--- src/rtl/sfr_bus_master_if.sv ---
// sfr_bus_master_if: host command/response handshake plus SFR initiator/responder bus
interface sfr_bus_master_if #(
    parameter int ADDR_W = 32,
    parameter int DATA_W = 32
);
    logic              cmd_valid;
    logic              cmd_ready;
    logic              cmd_write;
    logic [ADDR_W-1:0] cmd_addr;
    logic [DATA_W-1:0] cmd_wdata;
    logic [DATA_W/8-1:0] cmd_wstrb;
    logic              rsp_valid;
    logic              rsp_ready;
    logic              rsp_write;
    logic [DATA_W-1:0] rsp_rdata;
    logic              rsp_error;
    logic              m_wr_en;
    logic              m_rd_en;
    logic [ADDR_W-1:0] m_waddr;
    logic [ADDR_W-1:0] m_raddr;
    logic [DATA_W-1:0] m_wdata;
    logic [DATA_W/8-1:0] m_wstrobe;
    logic              s_wready;
    logic              s_rvalid;
    logic [DATA_W-1:0] s_rdata;

    modport master (
        input  cmd_valid, cmd_write, cmd_addr, cmd_wdata, cmd_wstrb, rsp_ready,
               s_wready, s_rvalid, s_rdata,
        output cmd_ready, rsp_valid, rsp_write, rsp_rdata, rsp_error,
               m_wr_en, m_rd_en, m_waddr, m_raddr, m_wdata, m_wstrobe
    );

    modport slave (
        output cmd_valid, cmd_write, cmd_addr, cmd_wdata, cmd_wstrb, rsp_ready,
               s_wready, s_rvalid, s_rdata,
        input  cmd_ready, rsp_valid, rsp_write, rsp_rdata, rsp_error,
               m_wr_en, m_rd_en, m_waddr, m_raddr, m_wdata, m_wstrobe
    );
endinterface

--- src/rtl/sfr_bus_master.sv ---
// sfr_bus_master: turns host register commands into SFR pulses with bounded wait and error responses
module sfr_bus_master #(
    parameter int ADDR_W = 32,
    parameter int DATA_W = 32,
    parameter int TIMEOUT_CYCLES = 16
) (
    input  logic             clk,
    input  logic             reset_n,
    sfr_bus_master_if.master bus,
    output logic [7:0]       err_cnt
);
    localparam int CNT_W = $clog2(TIMEOUT_CYCLES + 1);
    localparam logic [CNT_W-1:0] CNT_MAX = CNT_W'(TIMEOUT_CYCLES - 1);

    typedef enum logic [1:0] {IDLE, ISSUE, WAIT, RESP} state_t;

    state_t              state, state_d;
    logic                op_write, op_write_d;
    logic [CNT_W-1:0]    cnt, cnt_d;
    logic                rsp_valid_d, rsp_write_d, rsp_error_d;
    logic [DATA_W-1:0]   rsp_rdata_d, wdata_d;
    logic                wr_en_d, rd_en_d;
    logic [ADDR_W-1:0]   waddr_d, raddr_d;
    logic [DATA_W/8-1:0] wstrobe_d;
    logic [7:0]          err_cnt_d;
    logic                ack;

    // Only the acknowledge matching the outstanding operation counts
    assign ack = op_write ? bus.s_wready : bus.s_rvalid;

    always_comb begin
        state_d     = state;
        op_write_d  = op_write;
        cnt_d       = cnt;
        rsp_valid_d = bus.rsp_valid;
        rsp_write_d = bus.rsp_write;
        rsp_error_d = bus.rsp_error;
        rsp_rdata_d = bus.rsp_rdata;
        wr_en_d     = 1'b0;
        rd_en_d     = 1'b0;
        waddr_d     = bus.m_waddr;
        raddr_d     = bus.m_raddr;
        wdata_d     = bus.m_wdata;
        wstrobe_d   = bus.m_wstrobe;
        case (state)
            IDLE: if (bus.cmd_valid && bus.cmd_ready) begin
                op_write_d  = bus.cmd_write;
                rsp_write_d = bus.cmd_write;
                rsp_rdata_d = '0;
                if (bus.cmd_addr[1:0] != 2'b00) begin
                    state_d     = RESP;
                    rsp_valid_d = 1'b1;
                    rsp_error_d = 1'b1;
                end else begin
                    state_d = ISSUE;
                    wr_en_d = bus.cmd_write;
                    rd_en_d = !bus.cmd_write;
                    if (bus.cmd_write) begin
                        waddr_d   = bus.cmd_addr;
                        wdata_d   = bus.cmd_wdata;
                        wstrobe_d = bus.cmd_wstrb;
                    end else begin
                        raddr_d = bus.cmd_addr;
                    end
                end
            end
            ISSUE: begin
                state_d = WAIT;
                cnt_d   = '0;
            end
            WAIT: if (ack) begin
                state_d     = RESP;
                rsp_valid_d = 1'b1;
                rsp_error_d = 1'b0;
                rsp_rdata_d = op_write ? '0 : bus.s_rdata;
            end else if (cnt == CNT_MAX) begin
                state_d     = RESP;
                rsp_valid_d = 1'b1;
                rsp_error_d = 1'b1;
                rsp_rdata_d = '0;
            end else begin
                cnt_d = cnt + CNT_W'(1);
            end
            RESP: if (bus.rsp_ready) begin
                state_d     = IDLE;
                rsp_valid_d = 1'b0;
            end
            default: state_d = IDLE;
        endcase
        err_cnt_d = (state != RESP && state_d == RESP && rsp_error_d && err_cnt != 8'hFF) ? err_cnt + 8'd1 : err_cnt;
    end

    always_ff @(posedge clk) begin
        if (!reset_n) begin
            state         <= IDLE;
            op_write      <= 1'b0;
            cnt           <= '0;
            err_cnt       <= '0;
            bus.cmd_ready <= 1'b1;
            bus.rsp_valid <= 1'b0;
            bus.rsp_write <= 1'b0;
            bus.rsp_error <= 1'b0;
            bus.rsp_rdata <= '0;
            bus.m_wr_en   <= 1'b0;
            bus.m_rd_en   <= 1'b0;
            bus.m_waddr   <= '0;
            bus.m_raddr   <= '0;
            bus.m_wdata   <= '0;
            bus.m_wstrobe <= '0;
        end else begin
            state         <= state_d;
            op_write      <= op_write_d;
            cnt           <= cnt_d;
            err_cnt       <= err_cnt_d;
            bus.cmd_ready <= (state_d == IDLE);
            bus.rsp_valid <= rsp_valid_d;
            bus.rsp_write <= rsp_write_d;
            bus.rsp_error <= rsp_error_d;
            bus.rsp_rdata <= rsp_rdata_d;
            bus.m_wr_en   <= wr_en_d;
            bus.m_rd_en   <= rd_en_d;
            bus.m_waddr   <= waddr_d;
            bus.m_raddr   <= raddr_d;
            bus.m_wdata   <= wdata_d;
            bus.m_wstrobe <= wstrobe_d;
        end
    end
endmodule

--- src/flat_wrapper.sv ---
// flat-port wrapper written by rule: the top's interface ports become plain ports
module sfr_bus_master_flat 
#(
    parameter int ADDR_W = 32,
    parameter int DATA_W = 32,
    parameter int TIMEOUT_CYCLES = 16
)
  (clk, reset_n, err_cnt, bus_cmd_valid, bus_cmd_write, bus_cmd_addr, bus_cmd_wdata, bus_cmd_wstrb, bus_rsp_ready, bus_s_wready, bus_s_rvalid, bus_s_rdata, bus_cmd_ready, bus_rsp_valid, bus_rsp_write, bus_rsp_rdata, bus_rsp_error, bus_m_wr_en, bus_m_rd_en, bus_m_waddr, bus_m_raddr, bus_m_wdata, bus_m_wstrobe);
  sfr_bus_master_if #(.ADDR_W(ADDR_W), .DATA_W(DATA_W)) bus_i ();
  input  logic clk;
  input  logic reset_n;
  output logic [7:0] err_cnt;
  input wire logic [$bits(bus_i.cmd_valid)-1:0] bus_cmd_valid;
  input wire logic [$bits(bus_i.cmd_write)-1:0] bus_cmd_write;
  input wire logic [$bits(bus_i.cmd_addr)-1:0] bus_cmd_addr;
  input wire logic [$bits(bus_i.cmd_wdata)-1:0] bus_cmd_wdata;
  input wire logic [$bits(bus_i.cmd_wstrb)-1:0] bus_cmd_wstrb;
  input wire logic [$bits(bus_i.rsp_ready)-1:0] bus_rsp_ready;
  input wire logic [$bits(bus_i.s_wready)-1:0] bus_s_wready;
  input wire logic [$bits(bus_i.s_rvalid)-1:0] bus_s_rvalid;
  input wire logic [$bits(bus_i.s_rdata)-1:0] bus_s_rdata;
  output wire logic [$bits(bus_i.cmd_ready)-1:0] bus_cmd_ready;
  output wire logic [$bits(bus_i.rsp_valid)-1:0] bus_rsp_valid;
  output wire logic [$bits(bus_i.rsp_write)-1:0] bus_rsp_write;
  output wire logic [$bits(bus_i.rsp_rdata)-1:0] bus_rsp_rdata;
  output wire logic [$bits(bus_i.rsp_error)-1:0] bus_rsp_error;
  output wire logic [$bits(bus_i.m_wr_en)-1:0] bus_m_wr_en;
  output wire logic [$bits(bus_i.m_rd_en)-1:0] bus_m_rd_en;
  output wire logic [$bits(bus_i.m_waddr)-1:0] bus_m_waddr;
  output wire logic [$bits(bus_i.m_raddr)-1:0] bus_m_raddr;
  output wire logic [$bits(bus_i.m_wdata)-1:0] bus_m_wdata;
  output wire logic [$bits(bus_i.m_wstrobe)-1:0] bus_m_wstrobe;
  assign bus_i.cmd_valid = bus_cmd_valid;
  assign bus_i.cmd_write = bus_cmd_write;
  assign bus_i.cmd_addr = bus_cmd_addr;
  assign bus_i.cmd_wdata = bus_cmd_wdata;
  assign bus_i.cmd_wstrb = bus_cmd_wstrb;
  assign bus_i.rsp_ready = bus_rsp_ready;
  assign bus_i.s_wready = bus_s_wready;
  assign bus_i.s_rvalid = bus_s_rvalid;
  assign bus_i.s_rdata = bus_s_rdata;
  assign bus_cmd_ready = bus_i.cmd_ready;
  assign bus_rsp_valid = bus_i.rsp_valid;
  assign bus_rsp_write = bus_i.rsp_write;
  assign bus_rsp_rdata = bus_i.rsp_rdata;
  assign bus_rsp_error = bus_i.rsp_error;
  assign bus_m_wr_en = bus_i.m_wr_en;
  assign bus_m_rd_en = bus_i.m_rd_en;
  assign bus_m_waddr = bus_i.m_waddr;
  assign bus_m_raddr = bus_i.m_raddr;
  assign bus_m_wdata = bus_i.m_wdata;
  assign bus_m_wstrobe = bus_i.m_wstrobe;
  sfr_bus_master #(.ADDR_W(ADDR_W), .DATA_W(DATA_W), .TIMEOUT_CYCLES(TIMEOUT_CYCLES)) u_core (.clk(clk), .reset_n(reset_n), .bus(bus_i), .err_cnt(err_cnt));
endmodule
--- config.mk ---
export PLATFORM = sky130hd
export DESIGN_NAME = sfr_bus_master_flat
export DESIGN_NICKNAME = d
export VERILOG_FILES = /design/src/rtl/sfr_bus_master_if.sv /design/src/rtl/sfr_bus_master.sv /design/src/flat_wrapper.sv
export SDC_FILE = /design/constraint.sdc
export NUM_CORES = 1
export LEC_CHECK = 0
export ABC_AREA = 1
export CELL_PAD_IN_SITES_DETAIL_PLACEMENT = 1
export CELL_PAD_IN_SITES_GLOBAL_PLACEMENT = 1
export CORE_MARGIN = 3
export CORE_UTILIZATION = 29
export DETAILED_ROUTE_END_ITERATION = 8
export PLACE_DENSITY_LB_ADDON = 0.3
export SETUP_SLACK_MARGIN = 0.15
export SLEW_MARGIN = 15
export SYNTH_ARGS = -nofsm -noshare
export SYNTH_HDL_FRONTEND = slang
export SYNTH_SLANG_ARGS = --single-unit
--- constraint.sdc ---
create_clock -name clk -period 2.2 [get_ports clk]
set_input_delay 0.44 -clock clk [delete_from_list [all_inputs] [get_ports clk]]
set_output_delay 0.44 -clock clk [all_outputs]
set_load 0.01 [all_outputs]
==> run metrics <==
outcome completed; area growth from synthesis to layout 59.7%; initial core utilization about 30%; Post-DP HPWL about 14,000 µm; Clock Path Buffers 2; instance area after placement between 8000 and 9000 µm²; hold violation total from the final report 0; count of flip-flops with a built-in enable after synthesis 0; violation count after the first detailed-routing iteration 210; post-place setup slack 0.0906 ns; FF+latch count, synth approximately 150; Cell Int Power about 6.4 mW; cell type with the largest total area after synthesis dfxtp_1; nets in the synthesized netlist 882; routed length per placed instance around 16 µm; top cells by area in the synthesized netlist dfxtp_1 52%, nor2_1 15%, o21ai_0 10%; number of buffers added to fix hold violations after cts 0; number of antenna violations at the first check in global routing 0; endpoint of the worst hold-timing path u_core.bus.m_raddr[1]$_SDFFE_PN0P_; Worst Min Path Start u_core.bus.m_raddr[1]$_SDFFE_PN0P_; max-slew violations 0; FMAX slightly above 500 MHz; chip width 148 µm; Period Utilization, post-route 87.7%; routed wire length ~20,000 µm; remaining number of nets flagged by the antenna check after routing 0; maximum level of the CTS H-tree 4; fillers 2,395; layout cell share with drive strength beyond 1 roughly 7.5%; total global routing overflow 0; source-to-sink clock delay at the later pin of the worst-skew pair approximately 0.42 ns; gate count of the mapped netlist 768; areal power density over the cells 1010 nW/µm²; count of non-filler cells in the finished layout approximately 1,300; number of violations of the max-capacitance limit 0; share of async-settable or async-resettable flops after synthesis 0%; Total Negative Setup Slacks 0 ns; utilization after layout between 40% and 50%; final critical-path required period 1.93 ns; clock group share of total power around a third; overall routing resource usage between 15 and 20%; count of final setup violators 0; post-layout net count 1,124; via count of the first global-routing pass 6,172; total number of vias 5,916; area of the mapped netlist approximately 6000 µm²; yosys synthesis warning count 0; sequential element share of the synthesized area approximately 52%; per-cell via count in the routed design between 4 and 5; critical-path maximum fanout 32; kind of launch point of the worst setup path flip-flop; area of the placeable core around 20,000 µm²; floorplan die area approximately 22,000 µm²; worst path cell trace ha_4 -> nand2_1 -> nor2_1 -> ha_2 -> inv_1 -> nand4_1 -> a21boi_4 -> buf_4 -> clkbuf_16 -> a21oi_1; most frequent cells in the layout 251 x clkdlybuf4s50_1, 233 x nor2_1, 150 x dfxtp_1; nature of the critical path endpoint flip-flop; Non-Filler Cell Area, Final 9370 µm²; R2R depth 10; CTS root buf clkbuf_16; routability congestion estimate from global placement about 0.77; synthesized area divided by synthesized cell count 7.64 µm²; leading cell type in the layout, fill and taps excluded clkdlybuf4s50_1; Final Worst Setup Slack roughly 0.27 ns; Distinct cells, synth 28; wire length of the first global-routing pass ~32,000 µm; leakage power of the design around 3.8 nW; # DRC 0; TritonCTS clock tree built; most frequently used flop master after synthesis dfxtp_1; vertical extent of the die 148 µm; placed cells around 1,300; category of the critical setup timing path flip-flop to flip-flop; worst-case register-to-register setup slack between 0.2 and 0.3 ns; transition at the pin with the smallest max-transition slack approximately 0.38 ns; critical path arrival about 2.2 ns; critical-path cell with the highest stage delay dfxtp_2; Worst R2R End u_core.bus.rsp_rdata[30]$_SDFFE_PN0P_; Hold Crit Depth 2; required time worst endpoint 2.50 ns; worst min-delay path class flip-flop to flip-flop; DR pass1 iterations 4; Core Rows roughly 50; worst setup skew after layout roughly 0.0088 ns; CTS clk-pin slew, worst paths 0.06 ns; Combinational Power Share about 32%; final antenna diode count 0; Net Sw Power 3.06 mW; number of sinks on the clock net ~150; number of top-level pins about 250; share of Yosys cell area claimed by the top area cell type a little over half; dominant delay contributor by cell family on the critical path buffers and inverters; input/output buffers ~250; number of buffers and inverters on the critical path 3; largest incremental delay on the critical path 0.36 ns; clock buffer count from CTS 17; switching part of the total power 32.4%; largest vdd supply drop ~490 µV; pin count of the biggest net entering global routing 74; Slew Limit Headroom about three quarters; sequential share of power 36.4%; RSZ-0062 raised after global routing false; startpoint of the worst-slack reg-to-reg timing path u_core.cnt[0]$_SDFFE_PN0P_
[kinds of logic (layout without fill, tap and decap cells)]
kind of cell               after synthesis  after routing  share of synthesized area, %
adders and majority gates                7              7                          1.49
buffers and inverters                   91            345                          6.82
and+or+nand+nor                        343            344                          24.3
xor gates and xnor gates                 1              1                         0.149
AOI/OAI and AO/OA                      173            173                          15.1
DFF                                    153            153                          52.2
[layout make-up]
type	instances	area (µm²)	share of cell area (%)
flip-flops and latches	153	3070	32.7
repair buffers	272	2760	29.5
multi-input cells	525	2460	26.2
clock buffers	19	443	4.73
well taps	265	332	3.54
clock inverters	13	159	1.70
inverters	41	154	1.64
[cell usage after synthesis (all sizes together), types with 3 or more instances]
cell type,count
nor2,237
dfxtp,153
o21ai,134
nand2,48
nand3,45
inv,41
a21oi,36
clkbuf,35
buf,15
nand4,8
ha,7
nor3,3
[layer usage]
| metal | GRT usage, % | vias to the layer above | part of all wire, % |
|---|---|---|---|
| met3 | 7.25 | 18 | 8.3 |
| met5 | 0 | - | 0 |
| li1 | - | 2972 | - |
| met4 | 5.77 | 0 | 1.5 |
| met2 | 29.6 | 163 | 48 |
| met1 | 20.8 | 2763 | 42 |
[worst reg2reg max path, stage by stage, from the launching register on]
cell,delay (ns)
dfxtp_2,0.36
ha_4,0.14
nand2_1,0.06
nor2_1,0.13
ha_2,0.21
inv_1,0.06
nand4_1,0.16
a21boi_4,0.23
buf_4,0.15
clkbuf_16,0.21
a21oi_1,0.10
[through the flow]
step	total power [mW]	hold WS [ns]
after floorplan	4.88	0.445
after global placement	6.30	0.421
after detailed placement	6.35	0.429
after CTS	9.41	0.439
after global routing	10.0	0.463
final	9.47	0.435
[how the worst max path moves through the flow]
stage / start / to / slack [ns] / depth (start not counted)
floorplan: u_core.cnt[1]$_SDFFE_PN0P_ / u_core.bus.rsp_rdata[10]$_SDFFE_PN0P_ / 0.47 / 9
global placement: bus_cmd_addr[0] / u_core.bus.m_wdata[25]$_SDFFE_PN0P_ / 0.13 / 7
detailed placement: bus_cmd_addr[0] / u_core.bus.m_wdata[1]$_SDFFE_PN0P_ / 0.09 / 7
CTS: u_core.cnt[1]$_SDFFE_PN0P_ / u_core.err_cnt[6]$_SDFFE_PN0P_ / 0.17 / 14
global route: u_core.state[0]$_SDFF_PN0_ / u_core.err_cnt[1]$_SDFFE_PN0P_ / 0.13 / 12
finish: u_core.cnt[0]$_SDFFE_PN0P_ / u_core.bus.rsp_rdata[30]$_SDFFE_PN0P_ / 0.27 / 10
[registers in the layout (all words and copies together), names as in the netlist, 2 cells and up]
register / flops
u_core.bus.m_raddr: 32
u_core.bus.m_waddr: 32
u_core.bus.m_wdata: 32
u_core.bus.rsp_rdata: 32
u_core.err_cnt: 8
u_core.cnt: 5
u_core.bus.m_wstrobe: 4
u_core.state: 2
[what timing repair did]
| action | CTS | global route |
|---|---|---|
| resized for setup | 0 | 14 |
| setup endpoints to repair | 0 | 75 |
| setup buffers | 0 | 2 |
[power by group through the flow]
| stage | logic [mW] | registers, mW | clock network, mW |
|---|---|---|---|
| 2_1_floorplan | 1.20 | 3.68 | 0 |
| 3_3_place_gp | 2.81 | 3.49 | 0 |
| 3_5_place_dp | 2.85 | 3.50 | 0 |
| 4_1_cts | 2.87 | 3.45 | 3.09 |
| 5_1_grt | 3.31 | 3.52 | 3.21 |
| 6_report | 3.03 | 3.45 | 2.99 |
No activity file was read; power rests on OpenSTA's default activity.
